===== src/rtl/kgp_pkg.sv =====
// Shared opcode constants, sequencer state encoding and defaults for the
// KGP-RISC program-counter / fetch sequencer.
package kgp_pkg;

  localparam logic [5:0] OP_BLTZ = 6'b001000;
  localparam logic [5:0] OP_BZ   = 6'b001001;
  localparam logic [5:0] OP_BNZ  = 6'b001010;
  localparam logic [5:0] OP_BR   = 6'b001011;
  localparam logic [5:0] OP_B    = 6'b001100;
  localparam logic [5:0] OP_BL   = 6'b001101;
  localparam logic [5:0] OP_BCY  = 6'b001110;
  localparam logic [5:0] OP_BNCY = 6'b001111;

  localparam logic [31:0] PC_STEP_DEFAULT  = 32'd4;
  localparam logic [31:0] RESET_PC_DEFAULT = 32'h0000_0000;

  typedef enum logic [1:0] {
    ST_FETCH = 2'd0,
    ST_EXEC  = 2'd1,
    ST_HALT  = 2'd2,
    ST_FAULT = 2'd3
  } state_t;

  // The whole 001xxx block is the branch family.
  function automatic logic is_jump_op(input logic [5:0] op);
    return op[5:3] == 3'b001;
  endfunction

endpackage


===== src/rtl/pc_sequencer_if.sv =====
// Fetch handshake, execute-completion inputs and architectural outputs of
// the PC sequencer, bundled for the sequencer (master) and core (slave).
interface pc_sequencer_if;

  // fetch_req/fetch_ack: fetch_req acts as valid and holds fetch_addr stable
  // until a cycle where fetch_ack is high; a fetch_ack seen while fetch_req
  // is low is ignored. exec_done is a one-cycle pulse qualifying the
  // opcode/valid_jump/offset/reg_target/halt_req bundle.
  logic        fetch_req;
  logic [31:0] fetch_addr;
  logic        fetch_ack;

  logic        exec_done;
  logic [5:0]  opcode;
  logic        valid_jump;
  logic [31:0] offset;
  logic [31:0] reg_target;
  logic        halt_req;

  logic [31:0] pc;
  logic        link_we;
  logic [31:0] link_addr;
  logic [31:0] instret;
  logic        halted;
  logic        fault;

  modport master (
    output fetch_req, fetch_addr, pc, link_we, link_addr, instret, halted, fault,
    input  fetch_ack, exec_done, opcode, valid_jump, offset, reg_target, halt_req
  );

  modport slave (
    input  fetch_req, fetch_addr, pc, link_we, link_addr, instret, halted, fault,
    output fetch_ack, exec_done, opcode, valid_jump, offset, reg_target, halt_req
  );

endinterface


===== src/rtl/next_pc_calc.sv =====
// Combinational next-PC selection: sequential, PC-relative branch, or
// register-indirect br, plus the alignment check on the chosen target.
module next_pc_calc
  import kgp_pkg::*;
#(
  parameter logic [31:0] PC_STEP = PC_STEP_DEFAULT
) (
  input  logic [31:0] pc,
  input  logic [5:0]  opcode,
  input  logic        valid_jump,
  input  logic [31:0] offset,
  input  logic [31:0] reg_target,
  output logic [31:0] target,
  output logic [31:0] pc4,
  output logic        misaligned
);

  assign pc4 = pc + PC_STEP;

  // br always jumps to rs; the other branch opcodes trust valid_jump.
  always_comb begin
    target = pc4;
    if (opcode == OP_BR) begin
      target = reg_target;
    end else if (is_jump_op(opcode) && valid_jump) begin
      target = pc4 + (offset << 2);
    end
  end

  assign misaligned = |target[1:0];

endmodule


===== src/rtl/pc_sequencer.sv =====
// Program-counter and fetch sequencer: fetch handshake, next-PC commit,
// bl link write, retired-instruction counter, halt and fault latching.
module pc_sequencer
  import kgp_pkg::*;
#(
  parameter logic [31:0] RESET_PC = RESET_PC_DEFAULT,
  parameter logic [31:0] PC_STEP  = PC_STEP_DEFAULT
) (
  input  logic              clk,
  input  logic              rst,
  pc_sequencer_if.master    bus,
  output state_t            dbg_state
);

  state_t      state;
  state_t      state_nxt;
  logic        started;
  logic        fetch_req;
  logic        fetch_fire;
  logic        done_in_exec;
  logic        commit;
  logic        take_fault;
  logic        is_bl;

  logic [31:0] pc_r;
  logic [31:0] instret_r;
  logic [31:0] link_addr_r;
  logic        link_we_r;

  logic [31:0] target;
  logic [31:0] pc4;
  logic        misaligned;

  next_pc_calc #(.PC_STEP(PC_STEP)) u_next_pc_calc (
    .pc         (pc_r),
    .opcode     (bus.opcode),
    .valid_jump (bus.valid_jump),
    .offset     (bus.offset),
    .reg_target (bus.reg_target),
    .target     (target),
    .pc4        (pc4),
    .misaligned (misaligned)
  );

  assign fetch_fire   = fetch_req && bus.fetch_ack;
  assign done_in_exec = (state == ST_EXEC) && bus.exec_done;
  assign commit       = done_in_exec && !misaligned;
  assign take_fault   = done_in_exec && misaligned;
  assign is_bl        = bus.opcode == OP_BL;

  // started keeps fetch_req low until the first edge after reset release.
  always_ff @(posedge clk or negedge rst) begin
    if (!rst) begin
      state   <= ST_FETCH;
      started <= 1'b0;
    end else begin
      state   <= state_nxt;
      started <= 1'b1;
    end
  end

  always_comb begin
    state_nxt = state;
    case (state)
      ST_FETCH: if (fetch_fire) state_nxt = ST_EXEC;
      ST_EXEC: begin
        if (take_fault) begin
          state_nxt = ST_FAULT;
        end else if (commit) begin
          state_nxt = bus.halt_req ? ST_HALT : ST_FETCH;
        end
      end
      default: state_nxt = state;
    endcase
  end

  always_comb begin
    fetch_req  = (state == ST_FETCH) && started;
    bus.halted = state == ST_HALT;
    bus.fault  = state == ST_FAULT;
  end

  always_ff @(posedge clk or negedge rst) begin
    if (!rst) begin
      pc_r        <= RESET_PC;
      instret_r   <= 32'd0;
      link_we_r   <= 1'b0;
      link_addr_r <= 32'd0;
    end else begin
      link_we_r <= commit && is_bl;
      if (commit) begin
        pc_r      <= target;
        instret_r <= instret_r + 32'd1;
        if (is_bl) link_addr_r <= pc4;
      end
    end
  end

  assign bus.fetch_req  = fetch_req;
  assign bus.fetch_addr = pc_r;
  assign bus.pc         = pc_r;
  assign bus.instret    = instret_r;
  assign bus.link_we    = link_we_r;
  assign bus.link_addr  = link_addr_r;
  assign dbg_state      = state;

endmodule


===== src/flat_wrapper.sv =====
// flat-port wrapper written by rule: the top's interface ports become plain ports
module pc_sequencer_flat import kgp_pkg::*;
#(
  parameter logic [31:0] RESET_PC = RESET_PC_DEFAULT,
  parameter logic [31:0] PC_STEP  = PC_STEP_DEFAULT
)
  (clk, rst, dbg_state, bus_fetch_req, bus_fetch_addr, bus_pc, bus_link_we, bus_link_addr, bus_instret, bus_halted, bus_fault, bus_fetch_ack, bus_exec_done, bus_opcode, bus_valid_jump, bus_offset, bus_reg_target, bus_halt_req);
  pc_sequencer_if bus_i ();
  input  logic clk;
  input  logic rst;
  output state_t dbg_state;
  output wire logic [$bits(bus_i.fetch_req)-1:0] bus_fetch_req;
  output wire logic [$bits(bus_i.fetch_addr)-1:0] bus_fetch_addr;
  output wire logic [$bits(bus_i.pc)-1:0] bus_pc;
  output wire logic [$bits(bus_i.link_we)-1:0] bus_link_we;
  output wire logic [$bits(bus_i.link_addr)-1:0] bus_link_addr;
  output wire logic [$bits(bus_i.instret)-1:0] bus_instret;
  output wire logic [$bits(bus_i.halted)-1:0] bus_halted;
  output wire logic [$bits(bus_i.fault)-1:0] bus_fault;
  input wire logic [$bits(bus_i.fetch_ack)-1:0] bus_fetch_ack;
  input wire logic [$bits(bus_i.exec_done)-1:0] bus_exec_done;
  input wire logic [$bits(bus_i.opcode)-1:0] bus_opcode;
  input wire logic [$bits(bus_i.valid_jump)-1:0] bus_valid_jump;
  input wire logic [$bits(bus_i.offset)-1:0] bus_offset;
  input wire logic [$bits(bus_i.reg_target)-1:0] bus_reg_target;
  input wire logic [$bits(bus_i.halt_req)-1:0] bus_halt_req;
  assign bus_fetch_req = bus_i.fetch_req;
  assign bus_fetch_addr = bus_i.fetch_addr;
  assign bus_pc = bus_i.pc;
  assign bus_link_we = bus_i.link_we;
  assign bus_link_addr = bus_i.link_addr;
  assign bus_instret = bus_i.instret;
  assign bus_halted = bus_i.halted;
  assign bus_fault = bus_i.fault;
  assign bus_i.fetch_ack = bus_fetch_ack;
  assign bus_i.exec_done = bus_exec_done;
  assign bus_i.opcode = bus_opcode;
  assign bus_i.valid_jump = bus_valid_jump;
  assign bus_i.offset = bus_offset;
  assign bus_i.reg_target = bus_reg_target;
  assign bus_i.halt_req = bus_halt_req;
  pc_sequencer #(.RESET_PC(RESET_PC), .PC_STEP(PC_STEP)) u_core (.clk(clk), .rst(rst), .bus(bus_i), .dbg_state(dbg_state));
endmodule

===== config.mk =====
export PLATFORM = sky130hd
export DESIGN_NAME = pc_sequencer_flat
export DESIGN_NICKNAME = d
export VERILOG_FILES = /design/src/rtl/kgp_pkg.sv /design/src/rtl/pc_sequencer_if.sv /design/src/rtl/next_pc_calc.sv /design/src/rtl/pc_sequencer.sv /design/src/flat_wrapper.sv
export SDC_FILE = /design/constraint.sdc
export NUM_CORES = 1
export LEC_CHECK = 0
export BUFFER_PORTS_ARGS = -buffer_cell sky130_fd_sc_hd__buf_2
export CAP_MARGIN = 10
export CORE_ASPECT_RATIO = 1.2
export CORE_MARGIN = 2
export CORE_UTILIZATION = 52
export CTS_CLUSTER_DIAMETER = 50
export CTS_CLUSTER_SIZE = 16
export DETAILED_ROUTE_END_ITERATION = 12
export GPL_TIMING_DRIVEN = 0
export PLACE_DENSITY_LB_ADDON = 0.2
export SLEW_MARGIN = 40
export SYNTH_ARGS = -nofsm -noshare
export SYNTH_HDL_FRONTEND = slang
export SYNTH_SLANG_ARGS = --single-unit

===== constraint.sdc =====
create_clock -name clk -period 4.6 [get_ports clk]
set_clock_uncertainty 0.2 [all_clocks]
set_input_delay 0.23 -clock clk [delete_from_list [all_inputs] [get_ports clk]]
set_output_delay 0.23 -clock clk [all_outputs]
set_load 0.01 [all_outputs]

==> flow_summary.ini <==
[run_status]
status = finished, final reports clean

[cells_and_area]
fin_util_pct = 67.3
n_antenna_cell = 0
seqCellArea_um2 = 2500
multiInputGateArea_um2 = 3860
nets = 1126
fill_cells = 1155
drive_gt1_share_pct = 30.0
area_growth_pct = 25.9
final_cells = 1181

[detailed_routing]
via_count = 6631
routed_via_density = 5.61
ant_nets = 0
wl_um = 20800
drc = 0
post_drt_wl_per_cell_um = 17.6
drt_iter0_drc = 627
dr.pass1.iters = 5

[floorplan]
fp.dieW_um = 108
ios = 210
core-area_um2 = 12700
die_h_um = 129
rows = 45
die-area_um2 = 14000
initial_core_util_pct = 53.5

[sta]
fin_crit_ns = 4.48
finalSetupViolCount = 0
final.setup.tns_ns = 0
drv_slew = 0
rsz0062_at_grt = yes
relSlewSlack_pct = 55.5
tightest_slew_ns = 0.663
final-hold-violation-count = 0
period_share_pct = 97.4
fmax_ghz = 0.223
holdWs_ns = 0.00648

[critical_path]
crit_path_end_kind = flop
arrival_ns = 4.55
critPathLaunchType = flop
path_buf_inv = 0
r2r_cells = 15
reg2reg_to = u_core.bus.fetch_addr[31]
cp.depth = 15
reg2reg_from = u_core.bus.fetch_addr[3]
critPathKind = reg -> reg
rrSetupSlack_ns = 0.12
cp_slowest_cell = or4_4
critPathRequiredTime_ns = 4.67
cpPeakStageDelay_ns = 0.65
crit_fanout = 6
crit_family = simple AND/OR/NAND/NOR gates
path_cells = ha_1 > nand4_1 > or4_4 > nand2b_4 > or3_1 > xnor2_1 > ha_1 > and3_4 > nand2_1 > or3_1 > a31oi_1 > nor3_1 > nand3b_1 > xnor2_1 > a21oi_1

[global_route]
grt_pass1_wl_um = 31500
grt_max_degree = 68
grt_pass1_vias = 6125
antenna_found_initial = 0
grt-ovfl-total = 0
grtUsageTotal_pct = 28.9

[synth]
postSynth.asyncResetShare_pct = 100
synthFlopType = dfrtp_1
synth_warnings = 0
synth_edf_count = 0
yosys_register_bits = 100
synth_cell_types = 63
syn_inst = 777
synthesis.nets = 891
syn_area_per_cell_um2 = 8.76
syn_area_um2 = 6800
yosysSeqAreaShare_pct = 36.8

[clock_tree]
root_buffer = clkbuf_16
cts.clk_slew.worst_paths_ns = 0.08
numCtsBuffers = 9
clockBufferDepth = 2
clkLatencyLatePin_ns = 0.35
h-tree-depth = 3
cts_sinks = 100
cts_tree = yes

[place]
gp_congestion = 0.939
hpwl_um = 15800
dpl.cell_count = 1149
portBuffers = 207

[hold_path]
holdPathEnd = u_core.bus.fetch_addr[10]
min_path_cells = 3
worstHoldPathType = in -> reg
hold_start = bus_reg_target[10]

[power]
fin_total_pwr_mw = 4.45
vdd_ir_drop_max_mv = 0.284
power_density_nw_per_um2 = 519
p_leak_nw = 4.44

[job]
maxCapViolCount = 0
==> Yosys cell counts (7+ instances only) <==
master | number | area [um2]
a211oi_1 | 10 | 75.1
a21o_1 | 17 | 128
a21oi_1 | 66 | 330
a31oi_1 | 7 | 43.8
and3_1 | 15 | 93.8
buf_4 | 34 | 255
clkbuf_1 | 24 | 90.1
dfrtp_1 | 100 | 2500
ha_1 | 37 | 463
inv_1 | 26 | 97.6
mux2_2 | 15 | 169
nand2_1 | 71 | 267
nand3_1 | 32 | 160
nand4_1 | 18 | 113
nor2_1 | 71 | 267
nor3_1 | 13 | 65.1
o211ai_1 | 7 | 52.6
o21ai_0 | 44 | 220
o22ai_1 | 7 | 43.8
or3_1 | 9 | 56.3
xnor2_1 | 60 | 526
xor2_1 | 22 | 193
==> what timing repair did <==
| item | 4_1_cts | 5_1_grt |
|---|---|---|
| setup endpoints to repair | 1 | 4 |
| hold buffers | 14 | 0 |
| gates resized for setup | 0 | 9 |
| buffers inserted | 0 | 3 |
| hold endpoints to repair | 112 | 0 |
| pin swaps | 0 | 4 |
==> cells in the final DEF, fill, tap and decap left out, drive strengths merged, types with 4 or more instances in the layout <==
cell type    count
buf            252
nand3           32
nand2           71
or2              4
nor3            14
nor2b            5
inv             28
o21bai           6
dfrtp          100
nand4           18
or3              9
dlygate4sd3     14
ha              37
mux2            15
a211oi          10
a31oi            8
a21oi           67
o21ai           47
and2             5
and3            15
o22ai            7
a21o            18
xnor2           60
nor2            71
o211ai           7
xor2            22
clkinv           4
clkbuf          33
==> layout make-up <==
type                            instances  share of cell area [%]
Tap cell                              164                    2.40
Sequential cell                       100                    29.2
Multi-Input combinational cell        586                    45.1
Clock inverter                          6                   0.672
Timing Repair Buffer                  225                    14.4
Clock buffer                           10                    2.67
Buffer                                 64                    4.38
Inverter                               26                    1.14
==> state kept, by name, summed over array words and instances (netlist names) <==
register and flops:
u_core.started 1, u_core.bus.link_addr 32, u_core.bus.instret 32, u_core.bus.link_we 1, u_core.bus.fetch_addr 32, u_core.dbg_state 2
==> cell families after synthesis <==
| group | Yosys count | share of synthesized area [%] |
|---|---|---|
| simple gates | 262 | 18.6 |
| compound gates | 187 | 17.3 |
| flops | 100 | 36.8 |
| buf+inv | 91 | 6.99 |
| xor+xnor | 82 | 10.6 |
| fa+ha+maj | 38 | 7.10 |
| mux | 16 | 2.63 |
| other cells | 1 | 0.0551 |
==> routing by layer <==
| metal | track usage [%] | routed length, um |
|---|---|---|
| met1 | 38.5 | 8600 |
| met2 | 48.1 | 10100 |
| met3 | 5.18 | 1680 |
| met4 | 8.67 | 448 |
| met5 | 0 | 0 |
==> stage by stage <==
stage                     instance area (um2)  setup slack (ns)
after CTS                                8510            0.0183
after floorplan                          6800             0.539
after global routing                     8570            -0.103
after detailed placement                 8080            0.0132
final                                    8570             0.120
after global placement                   8040            0.0661
==> worst max path at each step <==
stage	from	to	slack, ns
after floorplan	u_core.bus.fetch_addr[2]	u_core.bus.fetch_addr[29]	0.54
after global placement	u_core.bus.fetch_addr[2]	u_core.bus.fetch_addr[29]	0.07
after detailed placement	u_core.bus.fetch_addr[2]	u_core.bus.fetch_addr[29]	0.01
after CTS	u_core.bus.fetch_addr[12]	u_core.bus.fetch_addr[31]	0.02
after global routing	u_core.bus.fetch_addr[3]	u_core.bus.fetch_addr[31]	-0.10
final	u_core.bus.fetch_addr[3]	u_core.bus.fetch_addr[31]	0.12
==> power breakdown <==
| group | total [mW] | internal, mW | switching, mW |
|---|---|---|---|
| logic | 2.40 | 1.07 | 1.33 |
| registers | 1.29 | 1.02 | 0.270 |
| clock network | 0.756 | 0.380 | 0.376 |
==> tightest hold or removal path, delay by kind of cell <==
| kind | cells | cell delay (ns) |
|---|---|---|
| AOI/OAI and AO/OA | 2 | 0.22 |
| buffers and inverters | 1 | 0.07 |
Note: power is estimated with default switching activity, not from simulation.
